**config.mk**
```make
export PLATFORM = sky130hd
export DESIGN_NAME = timer_ctrl_flat
export DESIGN_NICKNAME = d
export VERILOG_FILES = /design/src/rtl/timer_pkg.sv /design/src/rtl/timer_ctrl_if.sv /design/src/rtl/timer_ctrl_btn_edge.sv /design/src/rtl/timer_ctrl.sv /design/src/flat_wrapper.sv
export SDC_FILE = /design/constraint.sdc
export NUM_CORES = 1
export LEC_CHECK = 0
export CORE_MARGIN = 2
export CORE_UTILIZATION = 35
export DETAILED_ROUTE_END_ITERATION = 6
export PLACE_DENSITY_LB_ADDON = 0.2
export SLEW_MARGIN = 20
export SYNTH_ARGS = -nofsm -noshare
export SYNTH_HDL_FRONTEND = slang
export SYNTH_SLANG_ARGS = --single-unit
```
**constraint.sdc**
```tcl
create_clock -name clk -period 2.5 [get_ports clk]
set_input_delay 0.375 -clock clk [delete_from_list [all_inputs] [get_ports clk]]
set_output_delay 0.375 -clock clk [all_outputs]
set_load 0.02 [all_outputs]
```
**src/rtl/timer_pkg.sv**
```systemverilog
// Shared types and constants for the timer control stage and the timer it drives.
// The button priority helper lives here so every consumer resolves presses the same way.
package timer_pkg;

    typedef enum logic [2:0] {
        IDLE  = 3'd0,
        SET   = 3'd1,
        RUN   = 3'd2,
        PAUSE = 3'd3,
        ALARM = 3'd4
    } timer_state_t;

    localparam int DIV_COUNT_DEF   = 10_000_000;
    localparam int SYNC_STAGES_DEF = 2;
    localparam int LAP_STEP        = 30;

    typedef struct packed {
        logic clr;
        logic mode;
        logic start;
        logic add;
    } press_t;

    // Keep only the highest-priority press: clear > mode > start > add.
    function automatic press_t prioritize(press_t p);
        press_t r;
        r = '0;
        if (p.clr)        r.clr   = 1'b1;
        else if (p.mode)  r.mode  = 1'b1;
        else if (p.start) r.start = 1'b1;
        else if (p.add)   r.add   = 1'b1;
        return r;
    endfunction

endpackage

```
**src/rtl/timer_ctrl_if.sv**
```systemverilog
// Control/status bundle between timer_ctrl and the countdown timer and display stages.
// master is the control stage; slave is the timer/display side.
interface timer_ctrl_if;
    logic       time_up;
    logic       enable_in;
    logic       enable_dec;
    logic       lap;
    logic       clear;
    logic       clk_div;
    logic       alarm;
    logic [2:0] state_o;

    modport master (
        input  time_up,
        output enable_in, enable_dec, lap, clear, clk_div, alarm, state_o
    );

    modport slave (
        output time_up,
        input  enable_in, enable_dec, lap, clear, clk_div, alarm, state_o
    );
endinterface

```
**src/rtl/timer_ctrl_btn_edge.sv**
```systemverilog
// Synchronizes one raw push-button and emits a single-cycle press on its rising edge.
// After reset a button must be seen released before it can generate a press.
module btn_edge #(
    parameter int SYNC_STAGES = 2
) (
    input  logic clk,
    input  logic nrst,
    input  logic btn_raw,
    output logic press
);

    logic [SYNC_STAGES-1:0] sync_reg;
    logic [SYNC_STAGES-1:0] fill_reg;
    logic                   prev_reg;
    logic                   armed_reg;

    // fill_reg marks when the synchronizer output reflects the pin rather than reset zeros.
    always_ff @(posedge clk) begin
        if (!nrst) begin
            sync_reg  <= '0;
            fill_reg  <= '0;
            prev_reg  <= 1'b0;
            armed_reg <= 1'b0;
        end else begin
            sync_reg <= {sync_reg[SYNC_STAGES-2:0], btn_raw};
            fill_reg <= {fill_reg[SYNC_STAGES-2:0], 1'b1};
            prev_reg <= sync_reg[SYNC_STAGES-1];
            if (fill_reg[SYNC_STAGES-1] && !sync_reg[SYNC_STAGES-1])
                armed_reg <= 1'b1;
        end
    end

    assign press = sync_reg[SYNC_STAGES-1] & ~prev_reg & armed_reg;

endmodule

```
**src/rtl/timer_ctrl.sv**
```systemverilog
// Mode state machine and strobe generator sitting in front of the countdown timer.
// Every output is registered and decoded from the next state.
module timer_ctrl
    import timer_pkg::*;
#(
    parameter int DIV_COUNT   = DIV_COUNT_DEF,
    parameter int SYNC_STAGES = SYNC_STAGES_DEF
) (
    input  logic            clk,
    input  logic            nrst,
    input  logic            btn_mode,
    input  logic            btn_start,
    input  logic            btn_add,
    input  logic            btn_clear,
    timer_ctrl_if.master    tmr
);

    localparam int PW = $clog2(DIV_COUNT);
    localparam logic [PW-1:0] PRESC_LAST = PW'(DIV_COUNT - 1);

    logic [3:0]   btn_raw_vec;
    logic [3:0]   press_vec;
    press_t       press;

    timer_state_t state_reg, state_next;
    logic [PW-1:0] presc_reg, presc_next;
    logic         lap_next, clear_next, div_next;
    logic         en_in_reg, en_dec_reg, lap_reg, clear_reg, div_reg, alarm_reg;

    assign btn_raw_vec = {btn_clear, btn_mode, btn_start, btn_add};

    generate
        for (genvar gi = 0; gi < 4; gi++) begin : g_btn
            btn_edge #(.SYNC_STAGES(SYNC_STAGES)) u_btn (
                .clk     (clk),
                .nrst    (nrst),
                .btn_raw (btn_raw_vec[gi]),
                .press   (press_vec[gi])
            );
        end
    endgenerate

    assign press = prioritize(press_t'(press_vec));

    always_comb begin
        state_next = state_reg;
        lap_next   = 1'b0;
        clear_next = 1'b0;
        div_next   = 1'b0;
        presc_next = '0;

        case (state_reg)
            IDLE: begin
                if (press.mode)       state_next = SET;
                else if (press.start) state_next = RUN;
            end
            SET: begin
                if (press.clr) begin
                    state_next = IDLE;
                    clear_next = 1'b1;
                end else if (press.mode) begin
                    state_next = IDLE;
                end else if (press.start) begin
                    state_next = RUN;
                end else if (press.add) begin
                    lap_next = 1'b1;
                end
            end
            RUN: begin
                // Expiry outranks every button except clear.
                if (press.clr) begin
                    state_next = IDLE;
                    clear_next = 1'b1;
                end else if (tmr.time_up) begin
                    state_next = ALARM;
                end else if (press.start) begin
                    state_next = PAUSE;
                end
            end
            PAUSE: begin
                if (press.clr) begin
                    state_next = IDLE;
                    clear_next = 1'b1;
                end else if (press.mode) begin
                    state_next = SET;
                end else if (press.start) begin
                    state_next = RUN;
                end
            end
            ALARM: begin
                if (press != '0) begin
                    state_next = IDLE;
                    clear_next = 1'b1;
                end
            end
            default: state_next = IDLE;
        endcase

        // A resumed run keeps the fractional second held during PAUSE.
        if (state_next == RUN) begin
            if (state_reg == RUN) begin
                if (presc_reg == PRESC_LAST) begin
                    presc_next = '0;
                    div_next   = 1'b1;
                end else begin
                    presc_next = presc_reg + PW'(1);
                end
            end else if (state_reg == PAUSE) begin
                presc_next = presc_reg;
            end
        end else if (state_next == PAUSE) begin
            presc_next = presc_reg;
        end
    end

    always_ff @(posedge clk) begin
        if (!nrst) begin
            state_reg  <= IDLE;
            presc_reg  <= '0;
            en_in_reg  <= 1'b0;
            en_dec_reg <= 1'b0;
            lap_reg    <= 1'b0;
            clear_reg  <= 1'b0;
            div_reg    <= 1'b0;
            alarm_reg  <= 1'b0;
        end else begin
            state_reg  <= state_next;
            presc_reg  <= presc_next;
            en_in_reg  <= (state_next == SET);
            en_dec_reg <= (state_next == RUN);
            lap_reg    <= lap_next;
            clear_reg  <= clear_next;
            div_reg    <= div_next;
            alarm_reg  <= (state_next == ALARM);
        end
    end

    assign tmr.enable_in  = en_in_reg;
    assign tmr.enable_dec = en_dec_reg;
    assign tmr.lap        = lap_reg;
    assign tmr.clear      = clear_reg;
    assign tmr.clk_div    = div_reg;
    assign tmr.alarm      = alarm_reg;
    assign tmr.state_o    = state_reg;

endmodule

```
**src/flat_wrapper.sv**
```systemverilog
// flat-port wrapper written by rule: the top's interface ports become plain ports
module timer_ctrl_flat import timer_pkg::*;
#(
    parameter int DIV_COUNT   = DIV_COUNT_DEF,
    parameter int SYNC_STAGES = SYNC_STAGES_DEF
)
  (clk, nrst, btn_mode, btn_start, btn_add, btn_clear, tmr_time_up, tmr_enable_in, tmr_enable_dec, tmr_lap, tmr_clear, tmr_clk_div, tmr_alarm, tmr_state_o);
  timer_ctrl_if tmr_i ();
  input  logic clk;
  input  logic nrst;
  input  logic btn_mode;
  input  logic btn_start;
  input  logic btn_add;
  input  logic btn_clear;
  input wire logic [$bits(tmr_i.time_up)-1:0] tmr_time_up;
  output wire logic [$bits(tmr_i.enable_in)-1:0] tmr_enable_in;
  output wire logic [$bits(tmr_i.enable_dec)-1:0] tmr_enable_dec;
  output wire logic [$bits(tmr_i.lap)-1:0] tmr_lap;
  output wire logic [$bits(tmr_i.clear)-1:0] tmr_clear;
  output wire logic [$bits(tmr_i.clk_div)-1:0] tmr_clk_div;
  output wire logic [$bits(tmr_i.alarm)-1:0] tmr_alarm;
  output wire logic [$bits(tmr_i.state_o)-1:0] tmr_state_o;
  assign tmr_i.time_up = tmr_time_up;
  assign tmr_enable_in = tmr_i.enable_in;
  assign tmr_enable_dec = tmr_i.enable_dec;
  assign tmr_lap = tmr_i.lap;
  assign tmr_clear = tmr_i.clear;
  assign tmr_clk_div = tmr_i.clk_div;
  assign tmr_alarm = tmr_i.alarm;
  assign tmr_state_o = tmr_i.state_o;
  timer_ctrl #(.DIV_COUNT(DIV_COUNT), .SYNC_STAGES(SYNC_STAGES)) u_core (.clk(clk), .nrst(nrst), .btn_mode(btn_mode), .btn_start(btn_start), .btn_add(btn_add), .btn_clear(btn_clear), .tmr(tmr_i));
endmodule
```
## After elaboration in Yosys (flattened, before gate mapping)

Cells that the tools add are included.

- Bits in registers: 57
- Output and inout bits: 9
- Logic and storage cells: 99

- $add $sub $neg: 1
- Equal/unequal tests: 11
- Mux-type cells: 31
- Bitwise logic cells: 14
- Reductions and logical operators: 14

Operators with widths:

| operator | count |
|---|---|
| $mux W24 | 5 |
| $mux W3 | 10 |
| $add A24 B1 Y24 const B | 1 |
| $eq A24 B24 Y1 const B | 1 |
| $pmux W3 S5 | 1 |
| $mux W1 | 13 |
| $eq A3 B2 Y1 const B | 4 |
| $and A1 B1 Y1 | 8 |
| $eq A3 B1 Y1 const B | 2 |
| $eq A3 B3 Y1 const B | 2 |
| $not A1 Y1 | 6 |
| $reduce_or A5 Y1 | 1 |
| $logic_and A1 B1 Y1 | 4 |
| $logic_not A1 Y1 | 4 |
| $reduce_bool A4 Y1 | 1 |
| $logic_not A3 Y1 | 1 |
| $ne A3 B3 Y1 const B | 1 |
| $reduce_and A3 Y1 | 1 |
| $reduce_or A3 Y1 | 1 |
| $mux W2 | 1 |
| $ne A2 B1 Y1 const B | 1 |
| $pmux W1 S2 | 1 |
| $reduce_and A2 Y1 | 1 |

## Logic depth before layout (Yosys ltp)

- Depth in word-level cells: 14
- Depth in mapped cells: 10
- Depth with buffers taken out: 8

## By module

From an unflattened synthesis, not the netlist that was laid out.

- Cell total of the unflattened synthesis: 269
- Area, all modules: 2504.9 µm²

Modules (own cells, without submodules):

| module | times used | cells each | area an instance (µm²) | sequential area each (µm²) |
|---|---|---|---|---|
| timer_ctrl | 1 | 217 | 1834.3 | 660.6 |
| btn_edge | 4 | 13 | 167.7 | 120.1 |

## Worst setup path before layout

Ideal clock, no wire load.

- Path type: reg2reg
- Start: register u_core.state_reg[1], in the netlist u_core.tmr.state_o[1]
- End: register u_core.presc_reg[2]
- Data arrival time: 1963 ps
- Required time: 2428 ps
- Setup slack: 466 ps
- Cell stages (with the launch flop): 10
- Path buffers: 2
- Cell sequence: dfxtp_1 clkbuf_1 nor3b_1 o31ai_1 nor3_2 nand2_1 inv_2 buf_2 nand3_1 mux2i_1

- Word-level cells in the longest chain between the ends: 7
- Elaborated cells on any way between the ends: 22
- Those cells by class: eq/ne (8); mux (12); reduce/logical (2)

Ends and longest elaborated chain:

| item | line | RTL |
|---|---|---|
| start: declaration | timer_ctrl.sv:25 | `timer_state_t state_reg, state_next;` |
| start signal: assignment | timer_ctrl.sv:127 | `state_reg <= state_next;` |
| $mux W3 (on tied branches) | -- |  |
| $mux W3 (on tied branches) | timer_ctrl.sv:54, timer_ctrl.sv:61, timer_ctrl.sv:74 |  |
| $mux W3 (on tied branches) | timer_ctrl.sv:81, timer_ctrl.sv:58, timer_ctrl.sv:71 |  |
| $pmux W3 S5 | timer_ctrl.sv:52 | `case (state_reg)` |
| $eq A3 B2 Y1 (on tied branches) | timer_ctrl.sv:100, timer_ctrl.sv:111 |  |
| $ne A3 B3 Y1 (no line) or $ne A2 B1 Y1 (tied branches) | -- |  |
| $reduce_and A2 Y1 (no line) | -- |  |
| end signal: assignment | timer_ctrl.sv:128 | `presc_reg <= presc_next;` |
| end: declaration | timer_ctrl.sv:26 | `logic [PW-1:0] presc_reg, presc_next;` |

Several ways; a longest one is shown, not always the timed one.
A chain may end at the register's enable or synchronous reset.

## Worst setup path in the final report

- Start: register u_core.presc_reg[10]
- End: register u_core.presc_reg[9]

- Word-level cells in the longest chain between the ends: 4

Ends and longest elaborated chain:

| item | line | RTL |
|---|---|---|
| $eq A24 B24 Y1 | timer_ctrl.sv:102 | `if (presc_reg == PRESC_LAST) begin` |
| $mux W24 | timer_ctrl.sv:102 |  |
| $mux W24 | timer_ctrl.sv:101 | `if (state_reg == RUN) begin` |
| $mux W24 | timer_ctrl.sv:100 | `if (state_next == RUN) begin` |

Every way passes these cells.

==> flow_summary.yaml <==
clocking:
  cts_tree: "done"
  clk_pin_slew_ns: 0.10
  clk_latency_ns: 0.31
  clockRootBuffer: "clkbuf_8"
  htree_num_levels: 2
  post_cts_buffers: 0
  clkSinkCount: 51
  clk_path_buf_depth: 2
  cts_resized: 0
  cts-buffers-inserted: 5
  cts_hold_buf: 0
synthesis:
  synthCells: 272
  synth_cell_type_count: 51
  syn_avg_cell_area_um2: 9.149
  ys_seq_area_frac: 0.4103
  syn_nets: 280
  yosysWarnings: 0
  synth_seq_cells: 51
  synth_area_um2: 2489
final_layout:
  multiInputGateArea_um2: 1356
  ff_latch_area_um2: 1021
  drive_gt1_frac: 0.1172
  syn2layout_area_growth_pct: 15.89
  largest_reg_flops: 24
  nets: 297
  fillCellCount: 721
  finalInstanceArea_um2: 2884
  insertedDiodeCount: 0
global_route:
  grt_start_max_net_pins: 22
  antenna_found_initial: 0
  grt_pass1_vias: 1922
  overflow: 0
  grt_pass1_wl_mm: 9.280
  track_usage: 0.1498
setup_path:
  path_class: "reg -> reg"
  slowest_delay_ns: 0.50
  crit_chain: "nand4_1 -> or4_1 -> or3_1 -> and3b_1 -> a31oi_1 -> a31oi_1"
  r2r-start: "u_core.presc_reg[10]"
  start_kind: "flip-flop"
  crit_path_top_delay_cell: "or4_1"
  crit_required_ns: 2.70
  startpoint: "u_core.presc_reg[10]"
  crit_fanout: 12
  timing.critical_path.mode_cell: "a31oi_1"
  cp.arrival_ns: 2.32
  end_kind: "flip-flop"
  r2r_setup_slack_ns: 0.38
timing:
  timing.final.crit_share: 0.8498
  fin_skew_ns: 0.007555
  setup_viol: 0
  fin_tns_setup_ns: 0
  fmax_mhz: 470.7
  final-max-slew-violation-count: 0
  hold_viol: 0
  relSlewSlack: 0.6342
  fin_crit_ns: 2.124
  worst-slew-pin-transition_ns: 0.5438
  rsz0062_at_grt: "no"
routing:
  wl_per_cell_um: 13.41
  dr_total_vias: 1996
  avgViaCountPerCell: 5.171
  first_pass_iters: 4
  drc: 0
  finalWirelength_mm: 5.176
  drt_iter0_drc: 86
  drtAntennaViolNets: 0
power_and_ir_drop:
  power_density_nw_per_um2: 497.3
  ir_worst_vdd_v: 0.0002156
  p_leak_nw: 0.9851
placement:
  port_buffers: 15
  hpwlAfterDp_mm: 3.690
  place_area_um2: 2788
  globalplace.congestion: 0.7912
die:
  dieHeight_um: 88.33
  coreArea_um2: 6832
  row_count: 30
  die_w_um: 88.33
  top_level_ports: 16
  start_util: 0.3643
  die_area_um2: 7801
run:
  max_cap_viol_count: 0
run_status:
  status: "completed"
min_path:
  hold_path_class: "reg -> reg"
  hold_path.startpoint: "u_core.g_btn[2].u_btn.sync_reg[0]"
final cells by class:
| class | count | area share |
|---|---|---|
| clock buffer | 5 | 0.02386 |
| clock inverter | 3 | 0.009544 |
| inverter | 2 | 0.002603 |
| multi-input combinational | 203 | 0.4703 |
| sequential | 51 | 0.3540 |
| tap | 96 | 0.04165 |
| timing repair buffer | 26 | 0.09805 |
final timing paths:
path,end,depth (start not counted)
setup / recovery,u_core.presc_reg[9],6
hold / removal,u_core.g_btn[2].u_btn.sync_reg[1],1
setup reg to reg,u_core.presc_reg[9],6
hold reg to reg,u_core.g_btn[2].u_btn.sync_reg[1],1
cell usage in the layout, fill, tap and decap left out, types with 7 or more instances in the layout:
| cell type | Yosys | routed |
|---|---|---|
| a21oi_1 | 15 | 15 |
| nand4_1 | 7 | 7 |
| and2_1 | 18 | 18 |
| a31oi_1 | 7 | 7 |
| nand2b_1 | 7 | 7 |
| nand3_1 | 23 | 23 |
| mux2i_1 | 14 | 14 |
| nor2b_1 | 8 | 8 |
| buf_4 | 0 | 7 |
| nand2_1 | 17 | 17 |
| clkdlybuf4s50_1 | 0 | 15 |
| nand3b_1 | 18 | 18 |
| nor2_1 | 8 | 8 |
| dfxtp_1 | 51 | 51 |
cells in the mapped netlist, drive strengths merged:
cell type / instances / area, um2
a22oi: 1 / 7.510
a21boi: 3 / 33.79
inv: 2 / 7.500
a32oi: 1 / 27.53
and3b: 3 / 26.28
nor3b: 3 / 22.52
nand2b: 7 / 43.79
nor2b: 8 / 50.05
a32o: 2 / 20.02
and3: 5 / 31.28
nand3b: 18 / 135.1
o21a: 4 / 30.03
clkbuf: 7 / 30.03
a21oi: 20 / 118.9
mux2i: 14 / 140.1
or4b: 2 / 20.02
o21bai: 1 / 11.26
and4: 3 / 26.28
buf: 9 / 73.81
or4: 2 / 18.77
nor4: 4 / 25.02
or3: 2 / 12.51
nand4: 7 / 43.79
dfxtp: 51 / 1021
o31ai: 1 / 7.510
o21ai: 6 / 30.02
nand3: 23 / 115.1
nor2: 8 / 30.03
nand2: 18 / 75.07
o32a: 1 / 10.01
a31oi: 8 / 56.30
a211oi: 1 / 7.510
nor3: 5 / 30.03
xnor2: 1 / 8.760
ha: 1 / 12.51
nor4b: 1 / 8.760
and2: 19 / 120.1
critical path: cells and delay by family, from the launching register on:
| kind | cells | cell delay (ns) |
|---|---|---|
| AO/OA/AOI/OAI | 2 | 0.27 |
| flip-flops | 1 | 0.43 |
| AND/OR/NAND/NOR | 4 | 1.32 |
metrics by stage:
stage                     hold WS (ns)  power (mW)    util  cells  setup WS, ns
after floorplan                 0.4027      0.9035       -    272        0.4656
after global placement          0.4148      0.9351  0.4081    378        0.2036
after detailed placement        0.4191      0.9364  0.4081    378        0.1838
after CTS                       0.4455       1.453  0.4222    386        0.3842
after global routing            0.4575       1.487  0.4222    386        0.1671
final                           0.4407       1.434  0.4222    386        0.3756
metal layers:
layer | vias to the layer above | track usage | routed length, um
li1 | 1024 | - | -
met1 | 938 | 0.2216 | 2789
met2 | 27 | 0.2174 | 2147
met3 | 7 | 0.03078 | 169
met4 | 0 | 0.04821 | 70
met5 | - | 0 | 0
logic make-up after synthesis:
kind of cell	share of synthesized area
mux	0.05631
simple gates	0.3353
flops	0.4103
buf+inv	0.04474
xor+xnor	0.003520
fa+ha+maj	0.005027
compound gates	0.1448
where the power goes:
group / switching [mW] / internal, mW
combinational: 0.0428 / 0.0396
sequential: 0.00742 / 0.827
clock: 0.309 / 0.208
total: 0.359 / 1.08
No activity file was read; power rests on OpenSTA's default activity.
